### config.mk
export PLATFORM = sky130hd
export DESIGN_NAME = ac_scan_reader
export DESIGN_NICKNAME = d
export VERILOG_FILES = /design/src/rtl/ac_scan_pkg.sv /design/src/rtl/sync_fifo2.sv /design/src/rtl/ac_scan_reader.sv
export SDC_FILE = /design/constraint.sdc
export NUM_CORES = 1
export LEC_CHECK = 0
export BUFFER_PORTS_ARGS = -buffer_cell sky130_fd_sc_hd__clkbuf_2
export CORE_MARGIN = 4
export CORE_UTILIZATION = 46
export DETAILED_ROUTE_END_ITERATION = 10
export GPL_TIMING_DRIVEN = 0
export PLACE_DENSITY = 0.84
export SKIP_LAST_GASP = 1
export SYNTH_ARGS = -nofsm -noshare
export SYNTH_HDL_FRONTEND = slang
export SYNTH_SLANG_ARGS = --single-unit
export TNS_END_PERCENT = 10
### constraint.sdc
create_clock -name clk_i -period 3.8 [get_ports clk_i]
set_clock_uncertainty 0.1 [all_clocks]
set_input_delay 0.95 -clock clk_i [delete_from_list [all_inputs] [get_ports clk_i]]
set_output_delay 0.95 -clock clk_i [all_outputs]
set_load 0.02 [all_outputs]
### src/rtl/ac_scan_pkg.sv
// Shared constants for the AC scan reader: progressive ProRes scan table and FSM states.
package ac_scan_pkg;

    localparam int COEF_PER_BLOCK = 64;

    localparam logic [5:0] SCAN [COEF_PER_BLOCK] = '{
         0,  1,  8,  9,  2,  3, 10, 11, 16, 17, 24, 25, 18, 19, 26, 27,
         4,  5, 12, 20, 13,  6,  7, 14, 21, 28, 29, 22, 15, 23, 30, 31,
        32, 33, 40, 48, 41, 34, 35, 42, 49, 56, 57, 50, 43, 36, 37, 44,
        51, 58, 59, 52, 45, 38, 39, 46, 53, 60, 61, 54, 47, 55, 62, 63
    };

    typedef enum logic [1:0] {IDLE, RUN, DRAIN} state_e;

    function automatic logic [5:0] scan_pos(input logic [5:0] coef);
        return SCAN[coef];
    endfunction

endpackage

### src/rtl/sync_fifo2.sv
// Two-entry register FIFO; entry 0 is always the head.
module sync_fifo2 #(
    parameter int W = 8
) (
    input  logic         clk_i,
    input  logic         rst_i,
    input  logic         push_i,
    input  logic         pop_i,
    input  logic [W-1:0] din_i,
    output logic [W-1:0] dout_o,
    output logic [1:0]   count_o
);
    logic [1:0][W-1:0] ent_q, ent_d;
    logic [1:0]        cnt_q, cnt_d;
    logic [1:0]        wr_sel;
    logic              pop, push;

    assign pop    = pop_i && (cnt_q != 2'd0);
    assign push   = push_i && ((cnt_q != 2'd2) || pop);
    assign wr_sel = cnt_q - {1'b0, pop};

    always_comb begin
        ent_d = ent_q;
        cnt_d = cnt_q + {1'b0, push} - {1'b0, pop};
        if (pop)  ent_d[0] = ent_q[1];
        // Write lands behind whatever survives this cycle's pop.
        if (push) ent_d[wr_sel[0]] = din_i;
    end

    always_ff @(posedge clk_i) begin
        if (rst_i) begin
            ent_q <= '0;
            cnt_q <= 2'd0;
        end else begin
            ent_q <= ent_d;
            cnt_q <= cnt_d;
        end
    end

    assign dout_o  = ent_q[0];
    assign count_o = cnt_q;

endmodule

### src/rtl/ac_scan_reader.sv
// Walks a slice's coefficient RAM in AC entropy order (coef-major, block-minor)
// and streams each word with its scan index, block index and last flag.
module ac_scan_reader
    import ac_scan_pkg::*;
#(
    parameter int DATA_W     = 32,
    parameter int MAX_BLOCKS = 32,
    parameter int ADDR_W     = 11,
    parameter int FIRST_COEF = 1,
    localparam int BLK_W     = $clog2(MAX_BLOCKS)
) (
    input  logic              clk_i,
    input  logic              rst_i,
    input  logic              start_i,
    input  logic [31:0]       block_num_i,
    input  logic [ADDR_W-1:0] base_addr_i,
    output logic              busy_o,
    output logic              done_o,
    output logic              cfg_err_o,
    output logic              rd_en_o,
    output logic [ADDR_W-1:0] rd_addr_o,
    input  logic [DATA_W-1:0] rd_data_i,
    output logic              out_valid_o,
    input  logic              out_ready_i,
    output logic [DATA_W-1:0] out_data_o,
    output logic [5:0]        out_coef_o,
    output logic [BLK_W-1:0]  out_block_o,
    output logic              out_last_o
);
    localparam int NB_W  = BLK_W + 1;
    localparam int TAG_W = 1 + BLK_W + 6;
    localparam int PAY_W = TAG_W + DATA_W;

    state_e            state_q, state_d;
    logic [NB_W-1:0]   nblk_q, nblk_d;
    logic [ADDR_W-1:0] base_q, base_d;
    logic [5:0]        coef_q, coef_d;
    logic [BLK_W-1:0]  blk_q, blk_d;
    logic [TAG_W-1:0]  tag_q;
    logic              pend_q, done_q, done_d, cfg_err_q, cfg_err_d;

    logic              rd_en, pop, room, legal, blk_wrap, is_last;
    logic [1:0]        fifo_cnt;
    logic [PAY_W-1:0]  head;
    logic [ADDR_W-1:0] addr;

    assign legal    = (block_num_i != 32'd0) && (block_num_i <= 32'(MAX_BLOCKS));
    assign blk_wrap = ({1'b0, blk_q} == (nblk_q - NB_W'(1)));
    assign is_last  = blk_wrap && (coef_q == 6'd63);
    assign addr     = base_q + ADDR_W'({blk_q, 6'd0}) + ADDR_W'(scan_pos(coef_q));

    assign out_valid_o = (fifo_cnt != 2'd0);
    assign pop         = out_valid_o && out_ready_i;
    // Buffered + in flight after this cycle's pop must leave a slot for the new read.
    assign room = ({1'b0, fifo_cnt} + {2'b0, pend_q}) < (3'd2 + {2'b0, pop});

    always_comb begin
        state_d   = state_q;
        nblk_d    = nblk_q;
        base_d    = base_q;
        coef_d    = coef_q;
        blk_d     = blk_q;
        done_d    = 1'b0;
        cfg_err_d = 1'b0;
        rd_en     = 1'b0;
        case (state_q)
            IDLE: if (start_i) begin
                if (legal) begin
                    state_d = RUN;
                    nblk_d  = block_num_i[NB_W-1:0];
                    base_d  = base_addr_i;
                    coef_d  = 6'(FIRST_COEF);
                    blk_d   = '0;
                end else begin
                    done_d    = 1'b1;
                    cfg_err_d = 1'b1;
                end
            end
            RUN: if (room) begin
                rd_en = 1'b1;
                if (blk_wrap) begin
                    blk_d  = '0;
                    coef_d = coef_q + 6'd1;
                    if (coef_q == 6'd63) state_d = DRAIN;
                end else begin
                    blk_d = blk_q + BLK_W'(1);
                end
            end
            DRAIN: if (pop && head[PAY_W-1]) begin
                state_d = IDLE;
                done_d  = 1'b1;
            end
            default: state_d = IDLE;
        endcase
    end

    always_ff @(posedge clk_i) begin
        if (rst_i) begin
            state_q   <= IDLE;
            nblk_q    <= '0;
            base_q    <= '0;
            coef_q    <= '0;
            blk_q     <= '0;
            tag_q     <= '0;
            pend_q    <= 1'b0;
            done_q    <= 1'b0;
            cfg_err_q <= 1'b0;
        end else begin
            state_q   <= state_d;
            nblk_q    <= nblk_d;
            base_q    <= base_d;
            coef_q    <= coef_d;
            blk_q     <= blk_d;
            pend_q    <= rd_en;
            done_q    <= done_d;
            cfg_err_q <= cfg_err_d;
            if (rd_en) tag_q <= {is_last, blk_q, coef_q};
        end
    end

    sync_fifo2 #(.W(PAY_W)) u_fifo (
        .clk_i   (clk_i),
        .rst_i   (rst_i),
        .push_i  (pend_q),
        .pop_i   (pop),
        .din_i   ({tag_q, rd_data_i}),
        .dout_o  (head),
        .count_o (fifo_cnt)
    );

    assign busy_o      = (state_q != IDLE);
    assign done_o      = done_q;
    assign cfg_err_o   = cfg_err_q;
    assign rd_en_o     = rd_en;
    assign rd_addr_o   = rd_en ? addr : '0;
    assign out_data_o  = head[DATA_W-1:0];
    assign out_coef_o  = head[DATA_W +: 6];
    assign out_block_o = head[DATA_W+6 +: BLK_W];
    assign out_last_o  = head[PAY_W-1];

endmodule

# Word level (Yosys, flattened, before mapping)

Memories as Yosys holds them, arrays and structs flattened.
Index checks and enable logic that the tools add are counted.

Flip-flop bits (word level): 135
ROM bits: 384
Input bits: 79
Output and inout bits: 60
Logic and storage cells: 90
Memories kept: 1

Memory list:

| name            | words | width | rd ports | clocked after Yosys merged registers in | wr ports | line              | RTL |
|---|---|---|---|---|---|---|---|
| (no name shown) | 64    | 6     | 1        | 0                                       | 0        | ac_scan_pkg.sv:16 | `return SCAN[coef];` |

Add/sub/neg operators: 10
Magnitude comparators: 5
Equal/unequal tests: 11
Multiplexer cells: 31
Bitwise logic cells: 2
Reductions and logical operators: 18

Operators with widths:

| kind                                                  | number |
|---|---|
| two-way mux 44 bit                                    | 3 |
| bitwise mux 88 bit                                    | 1 |
| demux 44 bit (select 1 bit)                           | 1 |
| two-way mux 6 bit                                     | 6 |
| <= comparator 32 x 6 -> 1 bit (second input constant) | 1 |
| nonzero test 32 bit                                   | 1 |
| two-way mux 5 bit                                     | 4 |
| inequality test 2 bit (second input constant)         | 7 |
| two-way mux 2 bit                                     | 6 |
| case mux 6 bit (2 select lines)                       | 1 |
| adder 11 bit                                          | 1 |
| adder 11 x 6 -> 11 bit                                | 1 |
| two-way mux 11 bit                                    | 1 |
| case mux 5 bit (2 select lines)                       | 1 |
| >= comparator 7 bit (second input constant)           | 1 |
| logical AND 1 bit                                     | 7 |
| NOT 6 -> 7 bit                                        | 1 |
| adder 6 x 1 -> 6 bit (second input constant)          | 1 |
| equality test 5 x 6 -> 1 bit                          | 1 |
| equality test 6 bit (second input constant)           | 1 |
| case mux 2 bit (3 select lines)                       | 1 |
| AND reduction 6 bit                                   | 1 |
| nonzero test 2 bit                                    | 3 |
| subtractor 6 x 1 -> 6 bit (second input constant)     | 1 |
| 20 further kinds                                      | 24 |

# Longest topological paths before layout

Gate-level depths: netlist of the first run.

Depth in word-level cells: 10
Depth in mapped cells: 17

# Modules after synthesis

Synthesis of the first run repeated with hierarchy kept, for this count alone.

Cell total of the unflattened synthesis: 878
Area, all modules: 7283.2 um2

By module, submodules not included:

| module         | times used | cells an instance | area an instance (um2) | seq. area each (um2) |
|---|---|---|---|---|
| sync_fifo2     | 1          | 506               | 4301.6                 | 1801.7 |
| ac_scan_reader | 1          | 372               | 2981.6                 | 900.9 |

# Least setup slack after synthesis of the first run

Ideal clock, no wire load.

Path type: flip-flop to output port
From: register coef_q[0]
To: output port rd_addr_o[10]
Arrival time: 3.221 ns
Data required time: 2.750 ns
Setup slack: -0.471 ns
Cell stages (with the launch flop): 18
Path buffers: 1
Path through: dfxtp_1 clkbuf_1 inv_1 ha_1 a31oi_1 nor2_1 a31oi_1 a21oi_1 o21ai_0 ha_1 inv_1 fa_1 nor2b_1 o2111ai_1 a31oi_1 a31oi_1 xnor2_1 nor2_1

Longest elaborated chain between the ends: 6

RTL lines:

| item                                                  | line                  | RTL |
|---|---|---|
| start: declaration                                    | ac_scan_reader.sv:37  | `logic [5:0] coef_q, coef_d;` |
| start signal: assignment                              | ac_scan_reader.sv:112 | `coef_q <= coef_d;` |
| NOT 6 -> 7 bit (implied by the code)                  | ac_scan_pkg.sv:16     |  |
| memory (64 x 6 bit)                                   | --                    |  |
| two-way mux 6 bit (implied by the code) (2 in series) | ac_scan_pkg.sv:16     |  |
| adder 11 x 6 -> 11 bit                                | ac_scan_reader.sv:50  | `assign addr = base_q + ADDR_W'({blk_q, 6'd0}) + ADDR_W'(scan_pos(coef_q));` |
| two-way mux 11 bit                                    | ac_scan_reader.sv:135 | `assign rd_addr_o = rd_en ? addr : '0;` |
| end: declaration                                      | ac_scan_reader.sv:21  | `output logic [ADDR_W-1:0] rd_addr_o,` |

No other way between the ends. The select of a mux whose other input is x is not followed.

# Final worst setup path of the first run

From: register coef_q[0]
To: output port rd_addr_o[9]

Same word-level chain as after synthesis.

==> qor.csv, run 1 <==
metric;value;unit
status;finished with violations;
failing checks;negative setup slack;
Clock Sinks;135;
GRT Util Overall;22.3;%
Slew @ Worst Pin;0.764;ns
register area;2710;µm²
std cell rows;43;
# DRC;0;
HPWL Detailed;12.6;mm
vias in the first global route;6372;
Syn Area/Cell;7.67;µm²
die height;128;µm
HP Class;flip-flop to flip-flop;
WP data required;2.75;ns
layout cells sized above 1;24.6;%
Max stage delay cell, worst path;dfxtp_4;
synthesized cell area;6660;µm²
routed wire length;18.2;mm
Max-Cap Viols;0;
Max Transition Viols Final;0;
most common cell after layout, fill and taps aside;nand2_1;
DRT Pass-1 Iters;5;
antenna violations before repair;0;
Layout Cells excl Fill;1227;
antenna fix cells;0;
Final Hold Viols;0;
total CTS buffers;17;
worst-skew pair later-pin latency;0.43;ns
multi-input logic area;3430;µm²
Startpoint Class;flip-flop;
Overall Power;3.17;mW
Buffers on Ports;137;
Root Driver;clkbuf_16;
Hold WS;0.353;ns
Power Density;380;nW/µm²
Worst EP arrival;3.41;ns
top achievable clock speed;0.224;GHz
CTS Buffer Depth;2;
yosys warns;0;
Critical Path End Type;primary output;
setup TNS;-5.24;ns
CTS tree;built;
Starting Density;47.5;%
critical path cell sequence;buf_4 > buf_4 > ha_1 > mux2_4 > a22o_1 > a221oi_2 > ha_1 > nand3_1 > o211ai_1 > o211ai_1 > o21ai_1 > xnor2_1 > nor2_2 > clkbuf_8;
number of synthesized flops with an enable pin;0;
initial detailed-routing violation count;539;
total die area;16500;µm²
final worst path period share;117;%
Vias/cell;5.42;
Synth area leader;dfxtp_1;
Synth async-reset ratio;0;%
Primary FF master, synth;dfxtp_1;
register area share after synthesis;40.6;%
Via Count;6656;
Worst IR Drop VDD;315;µV
WL/cell;14.9;µm
commonest non-fill, non-tap cells in the layout;nand2_1, clkbuf_2, dfxtp_1;
Tmin final;4.46;ns
worst setup path class;flip-flop to primary output;
Layout fillers;1187;
I/O pin count;139;
largest net degree at the start of global routing;17;
area grow syn2layout;25.3;%
Mapped Cells;869;
clk slew on worst S/H paths;0.06;ns
RSZ-0062 raised after global routing;true;
Yosys reg bits;135;
CORE AREA;14000;µm²
die width;128;µm
H-tree levels;4;
placer congestion estimate;0.897;
net count reported at finish;1140;
Mapped Nets;974;
first-pass GRT wire length;30.0;mm
DRT antenna net count;0;
critical path's largest stage delay;0.36;ns
grt total ovfl;0;
synth top area cells;dfxtp_1, nand2_1, a21oi_1;
endpoints failing setup;12;
CTS Hold Buffers Added;0;
Leakage;3.35;nW
setup slack after layout;-0.661;ns
post-synth top area share;40.6;%
# placed instances;1186;
max_slew headroom;48.7;%
Netlist cell types;52;
critical path fanouts, max;5;
metal layers:
metal | up-vias | routed length, µm | track usage, % | share of wire (%)
met5 | - | 0 | 0 | 0
met4 | 0 | 421 | 8.36 | 2.3
met3 | 37 | 1170 | 4.23 | 6.4
met2 | 266 | 8900 | 37.0 | 49
met1 | 3095 | 7730 | 28.9 | 42
li1 | 3258 | - | - | -
worst max-delay path: cells and delay by family (launching register included):
kind / cells / cell delay, ns
compound gates: 5 / 0.96
fa+ha+maj: 2 / 0.54
buf+inv: 3 / 0.45
flops: 1 / 0.36
mux: 1 / 0.27
xor+xnor: 1 / 0.24
simple gates: 2 / 0.15
repair_timing:
| item | CTS | global route |
|---|---|---|
| pin swaps | 16 | 1 |
| endpoints found under the setup margin | 12 | 12 |
| buffers inserted | 13 | 0 |
| endpoints found under the hold margin | 0 | 0 |
| gates resized for setup | 19 | 2 |
flip-flops by register name (all words and copies together) (netlist names):
signal / count
u_fifo.dout_o: 44
u_fifo.ent_q: 44
tag_q: 12
base_q: 11
coef_q: 6
nblk_q: 6
blk_q: 5
state_q: 2
u_fifo.count_o: 2
cfg_err_o: 1
done_o: 1
pend_q: 1
cell usage after synthesis, types with 6 or more instances:
cell type,n
clkbuf_1,51
or2_2,6
buf_4,43
nor2_1,80
dfxtp_1,135
nor3_1,8
nor2b_1,6
ha_1,25
nor4_1,6
a311oi_1,45
o31ai_1,6
a21oi_1,87
a31oi_1,6
xor2_1,7
nand3_1,12
nor3b_1,6
o21ai_0,11
inv_1,17
nand2_1,237
xnor2_1,13
kinds of logic (layout without fill, tap and decap cells):
family	after synthesis	count (layout)	synth area share, %
flip-flops	135	135	40.6
XOR/XNOR	20	20	2.63
adder cells (fa/ha/maj)	26	26	4.99
buffers and inverters	118	296	9.11
AND/OR/NAND/NOR	384	384	24.2
AO/OA/AOI/OAI	180	180	17.6
multiplexers	6	6	0.939
report_power, final:
group / internal, mW / switching [mW]
combinational: 0.0579 / 0.136
sequential: 1.42 / 0.00483
clock: 0.932 / 0.621
area by class of cell:
class                      count  share of cell area [%]
multi-input combinational    616                    41.0
timing repair buffer         150                    9.59
clock buffer                  21                    5.51
buffer                        98                    6.70
clock inverter                10                    1.12
inverter                      17                   0.884
tap                          180                    2.70
sequential                   135                    32.5
through the flow:
step / utilization [%] / instance area [µm²] / setup slack [ns]
global route: 59.5 / 8350 / -0.875
floorplan: - / 6710 / -0.0440
CTS: 59.5 / 8350 / -0.594
detailed placement: 54.3 / 7620 / -0.448
finish: 59.5 / 8350 / -0.661
global placement: 54.3 / 7620 / -0.429
path summary, 6_finish.rpt:
path | start | endpoint | slack (ns) | cells after the start
worst max-delay path | coef_q[0] | rd_addr_o[9] | -0.66 | 14
worst min-delay path | u_fifo.ent_q[46] | u_fifo.ent_q[46] | 0.35 | 2
worst max register to register | u_fifo.count_o[1] | u_fifo.dout_o[28] | 0.48 | 8
worst min register to register | u_fifo.ent_q[46] | u_fifo.ent_q[46] | 0.35 | 2
(Power assumes the default switching activity.)
==> run 2, diff against run 1 <==
==> constraint.sdc (replaced) <==
create_clock -name clk_i -period 3.8 [get_ports clk_i]
set_clock_uncertainty 0.1 [all_clocks]
set_input_delay 0.95 -clock clk_i [delete_from_list [all_inputs] [get_ports clk_i]]
set_output_delay 0.95 -clock clk_i [all_outputs]
set_load 0.005 [all_outputs]
==> qor.csv, run 2 (synthesis gave the netlist of run 1 again) <==
metric;value;unit
H-tree levels;4;
Hold WS;0.354;ns
net count reported at finish;1142;
Startpoint Class;flip-flop;
first-pass GRT wire length;29.6;mm
cell-internal power;2.41;mW
area grow syn2layout;25.2;%
critical path's largest stage delay;0.36;ns
hold depth;2;
Reg-to-Reg Start;u_fifo.count_o[0];
# DRC;0;
setup slack after layout;-0.649;ns
Layout fillers;1205;
CORE AREA;14000;µm²
worst r2r dst;u_fifo.dout_o[41];
Net Switching;0.766;mW
Buffers on Ports;137;
Layout Utilization;59.4;%
most common cell after layout, fill and taps aside;nand2_1;
WL/cell;15.3;µm
register area;2710;µm²
RSZ-0062 raised after global routing;true;
placer congestion estimate;0.886;
layout cells sized above 1;24.6;%
worst-skew pair later-pin latency;0.42;ns
std cell rows;43;
DRT antenna net count;0;
critical path fanouts, max;5;
Root Driver;clkbuf_16;
Vias/cell;5.57;
grt total ovfl;0;
CTS tree;built;
Power Density;381;nW/µm²
Via Count;6849;
max_slew headroom;50.5;%
Worst Hold Endpoint;u_fifo.ent_q[73];
status;finished with violations;
antenna violations before repair;0;
DRT Pass-1 Iters;5;
Max Transition Viols Final;0;
GRT Util Overall;21.8;%
min-delay src;u_fifo.ent_q[73];
Slew @ Worst Pin;0.738;ns
Starting Density;47.5;%
critical path cell sequence;buf_4 > buf_4 > ha_1 > mux2_2 > a22o_1 > a221oi_2 > ha_1 > nand3_1 > o211ai_1 > o211ai_1 > buf_4 > xor2_1 > nor2_1 > clkbuf_2;
combinational share of power;5.9;%
I/O pin count;139;
sequential power share;44.8;%
Tmin final;4.45;ns
Clock Sinks;135;
antenna fix cells;0;
largest net degree at the start of global routing;17;
total die area;16500;µm²
CTS Buffer Depth;2;
Final Hold Viols;0;
r2r setup slk;0.47;ns
Worst IR Drop VDD;370;µV
WP data required;2.75;ns
Leakage;3.34;nW
clock share of power;49.2;%
clk slew on worst S/H paths;0.06;ns
HPWL Detailed;12.8;mm
Max-Cap Viols;0;
Net Sw Frac;24.1;%
Max stage delay cell, worst path;dfxtp_4;
critical path's most frequent cell;buf_4;
R2R depth;8;
commonest non-fill, non-tap cells in the layout;nand2_1, clkbuf_2, dfxtp_1;
total CTS buffers;17;
die height;128;µm
routed wire length;18.8;mm
initial detailed-routing violation count;600;
worst setup path class;flip-flop to primary output;
top achievable clock speed;0.225;GHz
HP Class;flip-flop to flip-flop;
Critical Path End Type;primary output;
Worst EP arrival;3.40;ns
final worst path period share;117;%
multi-input logic area;3430;µm²
Overall Power;3.17;mW
failing checks;negative setup slack;
endpoints failing setup;12;
vias in the first global route;6263;
die width;128;µm
-- run 2: stage by stage --
stage | instance area, µm² | TNS, ns | setup WS, ns | instances
final | 8340 | -4.66 | -0.649 | 1229
after detailed placement | 7600 | -2.60 | -0.457 | 1186
after CTS | 8280 | -3.86 | -0.558 | 1224
after floorplan | 6690 | 0 | 0.0404 | 869
after global routing | 8340 | -6.59 | -0.794 | 1229
after global placement | 7600 | -2.00 | -0.391 | 1186
-- run 2: power by group through the flow --
stage,logic (mW),registers (mW),clock network (mW)
after global routing,0.209,1.42,1.62
after detailed placement,0.185,1.46,0
final,0.188,1.42,1.56
after CTS,0.187,1.42,1.55
after floorplan,0.0925,1.45,0
after global placement,0.183,1.46,0
-- run 2: per-layer routing --
metal / global-route usage [%] / vias to the layer above / part of all wire (%)
li1: - / 3263 / -
met1: 27.9 / 3172 / 40
met2: 35.8 / 344 / 48
met3: 4.90 / 70 / 7.9
met4: 8.68 / 0 / 3.6
met5: 0 / - / 0
-- run 2: critical path, delay by kind of cell, from the launching register on --
kind,cells,cell delay (ns)
adders and majority gates,2,0.51
and+or+nand+nor,2,0.17
DFF,1,0.36
AOI/OAI and AO/OA,4,0.91
muxes,1,0.27
xor gates and xnor gates,1,0.18
buffers and inverters,4,0.57
-- run 2: worst max path at each step --
stage,cells past startpoint,end,from,slack [ns]
6_report,14,rd_addr_o[7],coef_q[0],-0.65
5_1_grt,18,rd_addr_o[10],coef_q[0],-0.79
4_1_cts,18,rd_addr_o[10],coef_q[0],-0.56
3_5_place_dp,16,rd_addr_o[10],coef_q[3],-0.46
3_3_place_gp,16,rd_addr_o[10],coef_q[3],-0.39
2_1_floorplan,17,rd_addr_o[10],coef_q[0],0.04
-- run 2: layout make-up --
cell class	count	area share (%)
Tap cell	180	2.70
Clock inverter	10	1.16
Buffer	98	6.60
Clock buffer	21	5.52
Timing Repair Buffer	152	9.57
Multi-Input combinational cell	616	41.1
Inverter	17	0.855
Sequential cell	135	32.5
-- run 2: timing repair --
item	CTS	global route
setup endpoints to repair	12	12
buffers inserted	10	5
endpoints found under the hold margin	0	0
hold buffers	0	0
gates resized for setup	17	7
pin swaps	12	7
==> run 3, diff against run 2 <==
==> constraint.sdc (replaced) <==
create_clock -name clk_i -period 3.8 [get_ports clk_i]
set_clock_uncertainty 0.1 [all_clocks]
set_input_delay 0.38 -clock clk_i [delete_from_list [all_inputs] [get_ports clk_i]]
set_output_delay 0.38 -clock clk_i [all_outputs]
set_load 0.005 [all_outputs]
==> qor.csv, run 3 (synthesis gave the netlist of run 1 again) <==
metric;value;unit
status;finished with violations;
failing checks;negative setup slack;
max_slew headroom;48.1;%
WP data required;3.32;ns
endpoints failing setup;3;
Tmin final;3.86;ns
Startpoint Class;flip-flop;
critical path fanouts, max;4;
Leakage;3.35;nW
Final Hold Viols;0;
antenna fix cells;0;
multi-input logic area;3470;µm²
total CTS buffers;17;
CTS tree;built;
Max Transition Viols Final;0;
die width;128;µm
placer congestion estimate;0.866;
Buffers on Ports;137;
HP Class;primary input to flip-flop;
worst-skew pair later-pin latency;0.42;ns
HPWL Detailed;12.6;mm
Worst Hold Endpoint;base_q[5];
# placed instances;1186;
vias in the first global route;6473;
largest net degree at the start of global routing;17;
Worst IR Drop VDD;316;µV
antenna violations before repair;0;
total die area;16500;µm²
min-delay src;base_addr_i[5];
commonest non-fill, non-tap cells in the layout;nand2_1, clkbuf_2, dfxtp_1;
net count reported at finish;1140;
I/O pin count;139;
Layout fillers;1168;
clk slew on worst S/H paths;0.06;ns
Clock Sinks;135;
worst r2r dst;u_fifo.dout_o[30];
Final Instance Area;8410;µm²
register area;2710;µm²
CTS Buffer Depth;2;
layout cells sized above 1;24.9;%
top achievable clock speed;0.259;GHz
Layout Cells excl Fill;1225;
Reg-to-Reg Start;u_fifo.count_o[1];
Slew @ Worst Pin;0.773;ns
Via Count;6817;
Root Driver;clkbuf_16;
R2R depth;8;
die height;128;µm
Vias/cell;5.56;
setup TNS;-0.122;ns
area grow syn2layout;26.2;%
setup slack after layout;-0.0630;ns
Area after DPL;7570;µm²
grt total ovfl;0;
initial detailed-routing violation count;646;
most common cell after layout, fill and taps aside;nand2_1;
worst setup path class;flip-flop to primary output;
RSZ-0062 raised after global routing;true;
# DRC;0;
Max-Cap Viols;0;
DP Worst Slack;-0.472;ns
H-tree levels;4;
DRT antenna net count;0;
WL/cell;15.5;µm
r2r setup slk;0.47;ns
Starting Density;47.5;%
routed wire length;19.0;mm
Power Density;389;nW/µm²
Worst EP arrival;3.38;ns
final worst path period share;102;%
hold depth;3;
first-pass GRT wire length;30.8;mm
DRT Pass-1 Iters;7;
std cell rows;43;
CORE AREA;14000;µm²
GRT Util Overall;22.9;%
Critical Path End Type;primary output;
-- run 3: per-layer routing --
| layer | track usage, % | wire length [µm] |
|---|---|---|
| met1 | 28.8 | 7830 |
| met2 | 37.6 | 9080 |
| met4 | 10.7 | 710 |
| met3 | 4.73 | 1390 |
| met5 | 0 | 0 |
-- run 3: worst max path at each step --
stage               slack, ns       endpoint      start
finish                  -0.06  rd_addr_o[10]  coef_q[0]
global route            -0.22   rd_addr_o[9]  coef_q[0]
CTS                     -0.06  rd_addr_o[10]  coef_q[0]
detailed placement      -0.47  rd_addr_o[10]  coef_q[0]
global placement        -0.38  rd_addr_o[10]  coef_q[0]
floorplan                0.28  rd_addr_o[10]  coef_q[0]
-- run 3: report_power, final --
part / switching (mW) / internal [mW] / total (mW)
clock: 0.619 / 1.04 / 1.66
sequential: 0.00477 / 1.42 / 1.42
combinational: 0.133 / 0.0585 / 0.192
-- run 3: final cells by class --
| cell class | instances | share of cell area (%) |
|---|---|---|
| multi-input combinational | 616 | 41.3 |
| buffer | 98 | 6.56 |
| sequential | 135 | 32.2 |
| inverter | 17 | 0.907 |
| tap | 180 | 2.68 |
| clock inverter | 11 | 1.77 |
| timing repair buffer | 150 | 9.35 |
| clock buffer | 18 | 5.22 |
-- run 3: repair_timing --
item | in CTS | in global routing
pin swaps | 10 | 14
buffers inserted | 9 | 4
endpoints found under the setup margin | 10 | 6
resized for setup | 31 | 17
hold buffers | 0 | 0
-- run 3: metrics by stage --
step,hold WS [ns],util [%],power [mW]
after floorplan,0.336,-,1.55
final,0.0833,59.9,3.27
after global routing,0.0879,59.9,3.36
after detailed placement,0.347,53.9,1.64
after global placement,0.342,53.9,1.64
after CTS,0.0779,59.2,3.28
-- run 3: worst max-delay path: stages, from the launching register on --
cell,delay [ns]
dfxtp_4,0.36
buf_8,0.11
inv_8,0.04
ha_4,0.15
buf_4,0.13
o22ai_1,0.13
nand2_1,0.07
o21ai_0,0.06
o21ai_0,0.10
o21ai_1,0.13
ha_2,0.23
inv_2,0.04
fa_2,0.36
nor2b_4,0.17
o2111ai_4,0.16
a31oi_4,0.19
a31oi_2,0.11
xnor2_1,0.21
nor2_1,0.05
buf_2,0.14
